<file path="src/rtl/har_bnn1_pkg.sv">
// Shared sizes, default binary weights and FSM state type for the HAR binary
// neural network classifier.
package har_bnn1_pkg;

  localparam int unsigned FEAT_CNT   = 12;
  localparam int unsigned FEAT_BITS  = 4;
  localparam int unsigned HIDDEN_CNT = 40;
  localparam int unsigned CLASS_CNT  = 6;
  localparam int unsigned SUM_BITS   = $clog2(HIDDEN_CNT + 1);
  localparam int unsigned STEP_BITS  = 6;

  // Bit [h*FEAT_CNT+f]: 1 = +1, 0 = -1. The 96-bit pattern repeats every 8 neurons.
  localparam logic [HIDDEN_CNT*FEAT_CNT-1:0] W1_DEFAULT =
    {5{96'h3A5_C96_E1B_74D_0F2_8B6_5D9_A23}};

  // Bit [c*HIDDEN_CNT+h]; the 48-bit period is not a multiple of 40, so the class rows differ.
  localparam logic [CLASS_CNT*HIDDEN_CNT-1:0] W2_DEFAULT =
    {5{48'hB7E_153_A9C_4D2}};

  typedef enum logic [1:0] {
    ST_HIDDEN,
    ST_CLASS,
    ST_DONE
  } bnn_state_e;

endpackage

</file>
<file path="src/rtl/har_bnn1_bnnroclk0_xnor_popcount.sv">
// Binary-neuron agreement count: popcount of XNOR between activations and a weight row.
module bnn_xnor_popcount
  import har_bnn1_pkg::*;
#(
  parameter int unsigned WIDTH    = har_bnn1_pkg::HIDDEN_CNT,
  parameter int unsigned CNT_BITS = $clog2(WIDTH + 1)
) (
  input  logic [WIDTH-1:0]    a,
  input  logic [WIDTH-1:0]    b,
  output logic [CNT_BITS-1:0] count
);

  logic [WIDTH-1:0] match;

  always_comb begin
    match = ~(a ^ b);
    count = '0;
    for (int unsigned i = 0; i < WIDTH; i++) begin
      count = count + CNT_BITS'(match[i]);
    end
  end

endmodule

</file>
<file path="src/rtl/har_bnn1_bnnroclk0.sv">
// Sequential BNN classifier: one hidden neuron per clock, then one class score
// per clock with a running argmax; the registered prediction updates once at completion.
module har_bnn1_bnnroclk0
  import har_bnn1_pkg::*;
#(
  parameter int unsigned FEAT_CNT   = har_bnn1_pkg::FEAT_CNT,
  parameter int unsigned FEAT_BITS  = har_bnn1_pkg::FEAT_BITS,
  parameter int unsigned HIDDEN_CNT = har_bnn1_pkg::HIDDEN_CNT,
  parameter int unsigned CLASS_CNT  = har_bnn1_pkg::CLASS_CNT,
  parameter logic [HIDDEN_CNT*FEAT_CNT-1:0]  W1 = W1_DEFAULT,
  parameter logic [CLASS_CNT*HIDDEN_CNT-1:0] W2 = W2_DEFAULT
) (
  input  logic                           clk,
  input  logic                           rst,
  input  logic [FEAT_BITS*FEAT_CNT-1:0]  features,
  output logic [$clog2(CLASS_CNT)-1:0]   prediction
);

  localparam int unsigned IDX_BITS   = $clog2(CLASS_CNT);
  localparam int unsigned SCORE_BITS = $clog2(HIDDEN_CNT + 1);
  localparam int unsigned ACC_BITS   = $clog2(FEAT_CNT * ((1 << FEAT_BITS) - 1) + 1) + 1;
  localparam int unsigned LAST_STEP  = HIDDEN_CNT + CLASS_CNT - 1;

  bnn_state_e                    state_q, state_d;
  logic [STEP_BITS-1:0]          step_q, step_d;
  logic [HIDDEN_CNT-1:0]         hidden_q, hidden_d;
  logic [SCORE_BITS-1:0]         best_score_q;
  logic [IDX_BITS-1:0]           best_idx_q;
  logic [FEAT_CNT-1:0]           w1_row;
  logic [HIDDEN_CNT-1:0]         w2_row;
  logic signed [ACC_BITS-1:0]    acc;
  logic [SCORE_BITS-1:0]         score;
  logic [IDX_BITS-1:0]           class_idx;
  logic [IDX_BITS-1:0]           win_idx;
  logic                          take;

  always_comb begin
    state_d = state_q;
    step_d  = step_q;
    case (state_q)
      ST_HIDDEN: begin
        step_d = step_q + 1'b1;
        if (step_q == STEP_BITS'(HIDDEN_CNT - 1)) state_d = ST_CLASS;
      end
      ST_CLASS: begin
        step_d = step_q + 1'b1;
        if (step_q == STEP_BITS'(LAST_STEP)) state_d = ST_DONE;
      end
      default: begin
        state_d = ST_DONE;
      end
    endcase
  end

  // Constant-index row muxes keep every weight select in range for all step values.
  always_comb begin
    w1_row = '0;
    for (int unsigned h = 0; h < HIDDEN_CNT; h++) begin
      if (step_q == STEP_BITS'(h)) w1_row = W1[h*FEAT_CNT +: FEAT_CNT];
    end
  end

  always_comb begin
    acc = '0;
    for (int unsigned f = 0; f < FEAT_CNT; f++) begin
      if (w1_row[f]) acc = acc + ACC_BITS'(features[f*FEAT_BITS +: FEAT_BITS]);
      else           acc = acc - ACC_BITS'(features[f*FEAT_BITS +: FEAT_BITS]);
    end
  end

  always_comb begin
    hidden_d = hidden_q;
    if (state_q == ST_HIDDEN) begin
      for (int unsigned h = 0; h < HIDDEN_CNT; h++) begin
        if (step_q == STEP_BITS'(h)) hidden_d[h] = ~acc[ACC_BITS-1];
      end
    end
  end

  always_comb begin
    class_idx = '0;
    w2_row    = '0;
    for (int unsigned c = 0; c < CLASS_CNT; c++) begin
      if (step_q == STEP_BITS'(HIDDEN_CNT + c)) begin
        class_idx = IDX_BITS'(c);
        w2_row    = W2[c*HIDDEN_CNT +: HIDDEN_CNT];
      end
    end
  end

  bnn_xnor_popcount #(
    .WIDTH    (HIDDEN_CNT),
    .CNT_BITS (SCORE_BITS)
  ) u_xnor_popcount (
    .a     (hidden_q),
    .b     (w2_row),
    .count (score)
  );

  // Strict '>' keeps the lowest index on ties; class 0 always seeds the search.
  always_comb begin
    take    = (class_idx == '0) || (score > best_score_q);
    win_idx = take ? class_idx : best_idx_q;
  end

  always_ff @(posedge clk or negedge rst) begin
    if (!rst) begin
      state_q      <= ST_HIDDEN;
      step_q       <= '0;
      hidden_q     <= '0;
      best_score_q <= '0;
      best_idx_q   <= '0;
      prediction   <= '0;
    end else begin
      state_q  <= state_d;
      step_q   <= step_d;
      hidden_q <= hidden_d;
      if (state_q == ST_CLASS) begin
        if (take) begin
          best_score_q <= score;
          best_idx_q   <= class_idx;
        end
        if (step_q == STEP_BITS'(LAST_STEP)) prediction <= win_idx;
      end
    end
  end

endmodule

</file>
<file path="config.mk">
export PLATFORM = sky130hd
export DESIGN_NAME = har_bnn1_bnnroclk0
export DESIGN_NICKNAME = d
export VERILOG_FILES = /design/src/rtl/har_bnn1_pkg.sv /design/src/rtl/har_bnn1_bnnroclk0_xnor_popcount.sv /design/src/rtl/har_bnn1_bnnroclk0.sv
export SDC_FILE = /design/constraint.sdc
export NUM_CORES = 1
export LEC_CHECK = 0
export ABC_AREA = 0
export BUFFER_PORTS_ARGS = -buffer_cell sky130_fd_sc_hd__buf_2
export CORE_ASPECT_RATIO = 1.1
export CORE_MARGIN = 10
export CORE_UTILIZATION = 50
export CTS_BUF_LIST = sky130_fd_sc_hd__clkbuf_8
export DETAILED_ROUTE_END_ITERATION = 10
export PLACE_DENSITY = 0.67
export SLEW_MARGIN = 20
export SYNTH_ARGS = -nofsm -noshare
export SYNTH_HDL_FRONTEND = slang
export SYNTH_SLANG_ARGS = --single-unit
export TNS_END_PERCENT = 50
</file>
<file path="constraint.sdc">
create_clock -name clk -period 31 [get_ports clk]
set_input_delay 1.55 -clock clk [delete_from_list [all_inputs] [get_ports clk]]
set_output_delay 1.55 -clock clk [all_outputs]
set_load 0.01 [all_outputs]
</file>
==> impl_summary.md <==
Global route
The global routing usage summed across all routing layers is roughly a fifth. The via count of the first global-routing pass was 8437. The global route total overflow is 0.

The number of antenna violations at the first check in global routing was 0. Entering global routing, the biggest net connects 61 pins. The first global-routing pass estimated 41800 µm of wire.

Detailed routing
The final routed wire length divided by cell count is 17.0 µm. The detail-routed via count per cell is 5.86. The number of DRC violations after detailed-routing iteration 0 is 671. The iteration count of the initial detailed-routing pass is 5.

In this run the remaining antenna-violating nets after routing total 0. The wire length reported by the detailed router is 25200 µm. The overall via count from detail_route is 8673. For this run, design rule violations remaining after detail routing come to 0.

Clock tree
The clock insertion delay at the later pin of the skew report is 0.36 ns. For this design, the sink count on the clock tree is 60. The number of gates given a new drive strength after cts is 0. The number of buffers on the longest clock path is 2. TritonCTS built the clock tree. The clock transition at the registers of the reported paths is 0.07 ns. The level count of the clock H-tree is 3.

The post-CTS repair timing setup buffer count is 0. Counting the buffers created by CTS gives 9. The count of hold buffers inserted by post-cts repair is 0. The tree is rooted in a sky130_fd_sc_hd__clkbuf_8.

STA
The worst pin sits at a relative slew slack of 24.5%. The actual transition at the worst max-transition pin is 1.12 ns. The final-report hold violation count is 0.

Setup violations remaining at the end of the flow were counted as 0. The accumulated negative setup slack is 0 ns. The worst path uses a little under two fifths of the clock period. The maximum clock skew at final layout is between 0.009 and 0.01 ns. Subtracting the final worst setup slack from the clock period gives 11.84 ns.

Setup repair after global routing left no endpoint under its margin. Static timing analysis puts the maximum clock frequency at ~84 MHz. The number of max-slew violations in the final report is 0.

Min path
The tightest min-delay check is of the register to register type. Along the worst hold path, the cell count comes to 1.

Placement
The count of buffers inserted at the top-level ports is 52. The final RePlAce weighted congestion is 1.03. Summed over all nets, the half-perimeter wirelength after detailed placement is around 20000 µm. The post-detailed-placement cell area is 10500 µm².

Setup path
The data required time at the worst endpoint is about 31 ns. The endpoint class of the critical path is a register. The largest single stage delay on the critical path is 0.71 ns. The worst reg-to-reg path cell count is 37. The arrival time reported for the critical path endpoint is 12.13 ns. The cell type of the slowest stage on the worst timing path is sky130_fd_sc_hd__xnor3_2. The most frequent cell on the critical path is sky130_fd_sc_hd__fa_1.

STA classifies the critical path startpoint as a register. The worst setup path is of the register to register kind. Of all nets on the critical path, the largest fanout is 40.

Floorplan
Once the floorplan was initialized, standard cells occupied 50.9% of the core. Measured along the y axis, the die boundary spans approximately 170 µm. The top-level I/O count is 53. The core region is 19800 µm². The area of the die is 26200 µm². The die is between 150 and 200 µm wide. The cell row count is 54.

Cells and area
Of the cells placed in the final design, the portion with a size suffix greater than 1 is 13.6%. The final cell utilization of the core is a little over half. The finished cells cover 10700 µm². The layout overhead on the synthesized area is 6.25%. The number of inserted diodes is 0.

The number of nets in the final layout is between 1000 and 1500.

Yosys
Dividing the synthesized area by the synthesized cell count gives approximately 8.4 µm². For this run, the leading register cell type out of synthesis is sky130_fd_sc_hd__dfrtp_1. The number of nets in the synthesized netlist is 1423. The number of synthesized flops with an enable pin is 0. For this run, asynchronously set or reset flops after synthesis account for 100%. In this run, synthesis produced a sequential element count of 60.

Summing the sequential cell areas from Yosys gives 14.9% of the chip area. Synthesis produced 1201 cells. The count of warnings emitted by yosys is 0. The area of the mapped netlist is 10100 µm². Yosys mapped the design onto 76 distinct sky130hd cell types.

Run status
The run finished with clean final reports.

Flow run
The count of maximum capacitance violations is 0.
==> cell type report <==
type	count	area (µm²)
fill	1895	9100
multi-input combinational	968	7890
sequential	60	1500
inverter	119	447
timing repair buffer	65	358
tap	252	315
clock buffer	10	138
clock inverter	5	52.6
==> worst max-delay path, delay by kind of cell (launching register included) <==
kind	cells	cell delay, ns
AOI/OAI and AO/OA	13	2.73
xor gates and xnor gates	4	1.38
adders and majority gates	12	5.39
buffers and inverters	2	0.49
DFF	1	0.42
muxes	2	0.73
and+or+nand+nor	4	0.55
==> per-stage QoR <==
stage               setup WS (ns)  std cells  hold slack, ns
global route                18.38       1479           0.530
finish                      19.16       1479           0.506
global placement            19.17       1464           0.489
floorplan                   20.46       1201           0.465
detailed placement          18.99       1464           0.495
CTS                         18.93       1479           0.512
==> final timing paths <==
check | startpoint | endpoint | slack (ns)
worst max-delay path | step_q[0] | hidden_q[16] | 19.16
worst min-delay path | best_score_q[3] | best_score_q[3] | 0.51
worst max register to register | step_q[0] | hidden_q[16] | 19.16
worst min register to register | best_score_q[3] | best_score_q[3] | 0.51
max in group asynchronous | rst | hidden_q[1] | 29.11
min in group asynchronous | rst | best_score_q[3] | 1.35
==> cell usage after synthesis, types with 9 or more instances <==
| master | n | area, µm² |
|---|---|---|
| sky130_fd_sc_hd__buf_2 | 13 | 65.1 |
| sky130_fd_sc_hd__nand3_1 | 43 | 215 |
| sky130_fd_sc_hd__o21a_1 | 9 | 67.6 |
| sky130_fd_sc_hd__dfrtp_1 | 60 | 1500 |
| sky130_fd_sc_hd__mux2_2 | 72 | 811 |
| sky130_fd_sc_hd__a21oi_1 | 104 | 521 |
| sky130_fd_sc_hd__nor2_1 | 96 | 360 |
| sky130_fd_sc_hd__o21bai_1 | 25 | 188 |
| sky130_fd_sc_hd__xnor2_1 | 80 | 701 |
| sky130_fd_sc_hd__o21ai_0 | 40 | 200 |
| sky130_fd_sc_hd__clkbuf_1 | 34 | 128 |
| sky130_fd_sc_hd__a31oi_1 | 13 | 81.3 |
| sky130_fd_sc_hd__nor2b_1 | 18 | 113 |
| sky130_fd_sc_hd__nand2_1 | 53 | 199 |
| sky130_fd_sc_hd__inv_1 | 118 | 443 |
| sky130_fd_sc_hd__xor2_1 | 50 | 438 |
| sky130_fd_sc_hd__ha_1 | 131 | 1640 |
| sky130_fd_sc_hd__fa_1 | 41 | 821 |
| sky130_fd_sc_hd__a21o_1 | 24 | 180 |
| sky130_fd_sc_hd__nand2b_1 | 11 | 68.8 |
| sky130_fd_sc_hd__nor3_1 | 33 | 165 |
==> registers in the layout, indices dropped and copies added (netlist names) <==
| register | cells |
|---|---|
| best_idx_q | 3 |
| best_score_q | 6 |
| hidden_q | 40 |
| prediction | 3 |
| state_q | 2 |
| step_q | 6 |
==> cells by family (layout without fill, tap and decap cells) <==
kind of cell               count (synthesis)  after routing  synth area share, %
DFF                                       60             60                 14.9
adders and majority gates                172            172                 24.4
xor gates and xnor gates                 135            135                 12.4
and+or+nand+nor                          297            297                 14.5
muxes                                     75             75                 8.35
AOI/OAI and AO/OA                        289            289                 18.5
buffers and inverters                    173            199                 6.91
==> layer usage <==
layer	routed length (µm)	global-route usage [%]
met1	10700	24.2
met2	12100	32.4
met3	1690	2.81
met4	616	6.11
met5	0	0
==> layout by cell type (no fill, tap or decap), types with 11 or more instances in the layout <==
cell,count
sky130_fd_sc_hd__a31oi_1,13
sky130_fd_sc_hd__a21oi_1,104
sky130_fd_sc_hd__fa_1,41
sky130_fd_sc_hd__a21o_1,24
sky130_fd_sc_hd__nor3_1,31
sky130_fd_sc_hd__nor2b_1,17
sky130_fd_sc_hd__nor2_1,95
sky130_fd_sc_hd__nand3_1,43
sky130_fd_sc_hd__xnor2_1,80
sky130_fd_sc_hd__dfrtp_1,60
sky130_fd_sc_hd__inv_1,118
sky130_fd_sc_hd__mux2_2,72
sky130_fd_sc_hd__buf_4,13
sky130_fd_sc_hd__o21bai_1,25
sky130_fd_sc_hd__ha_1,131
sky130_fd_sc_hd__o21ai_0,40
sky130_fd_sc_hd__buf_2,52
sky130_fd_sc_hd__nand2_1,53
sky130_fd_sc_hd__nand2b_1,11
sky130_fd_sc_hd__xor2_1,50
Power is not shown: default switching activity piles up to over one toggle a cycle in this logic, so the estimate is an artifact.
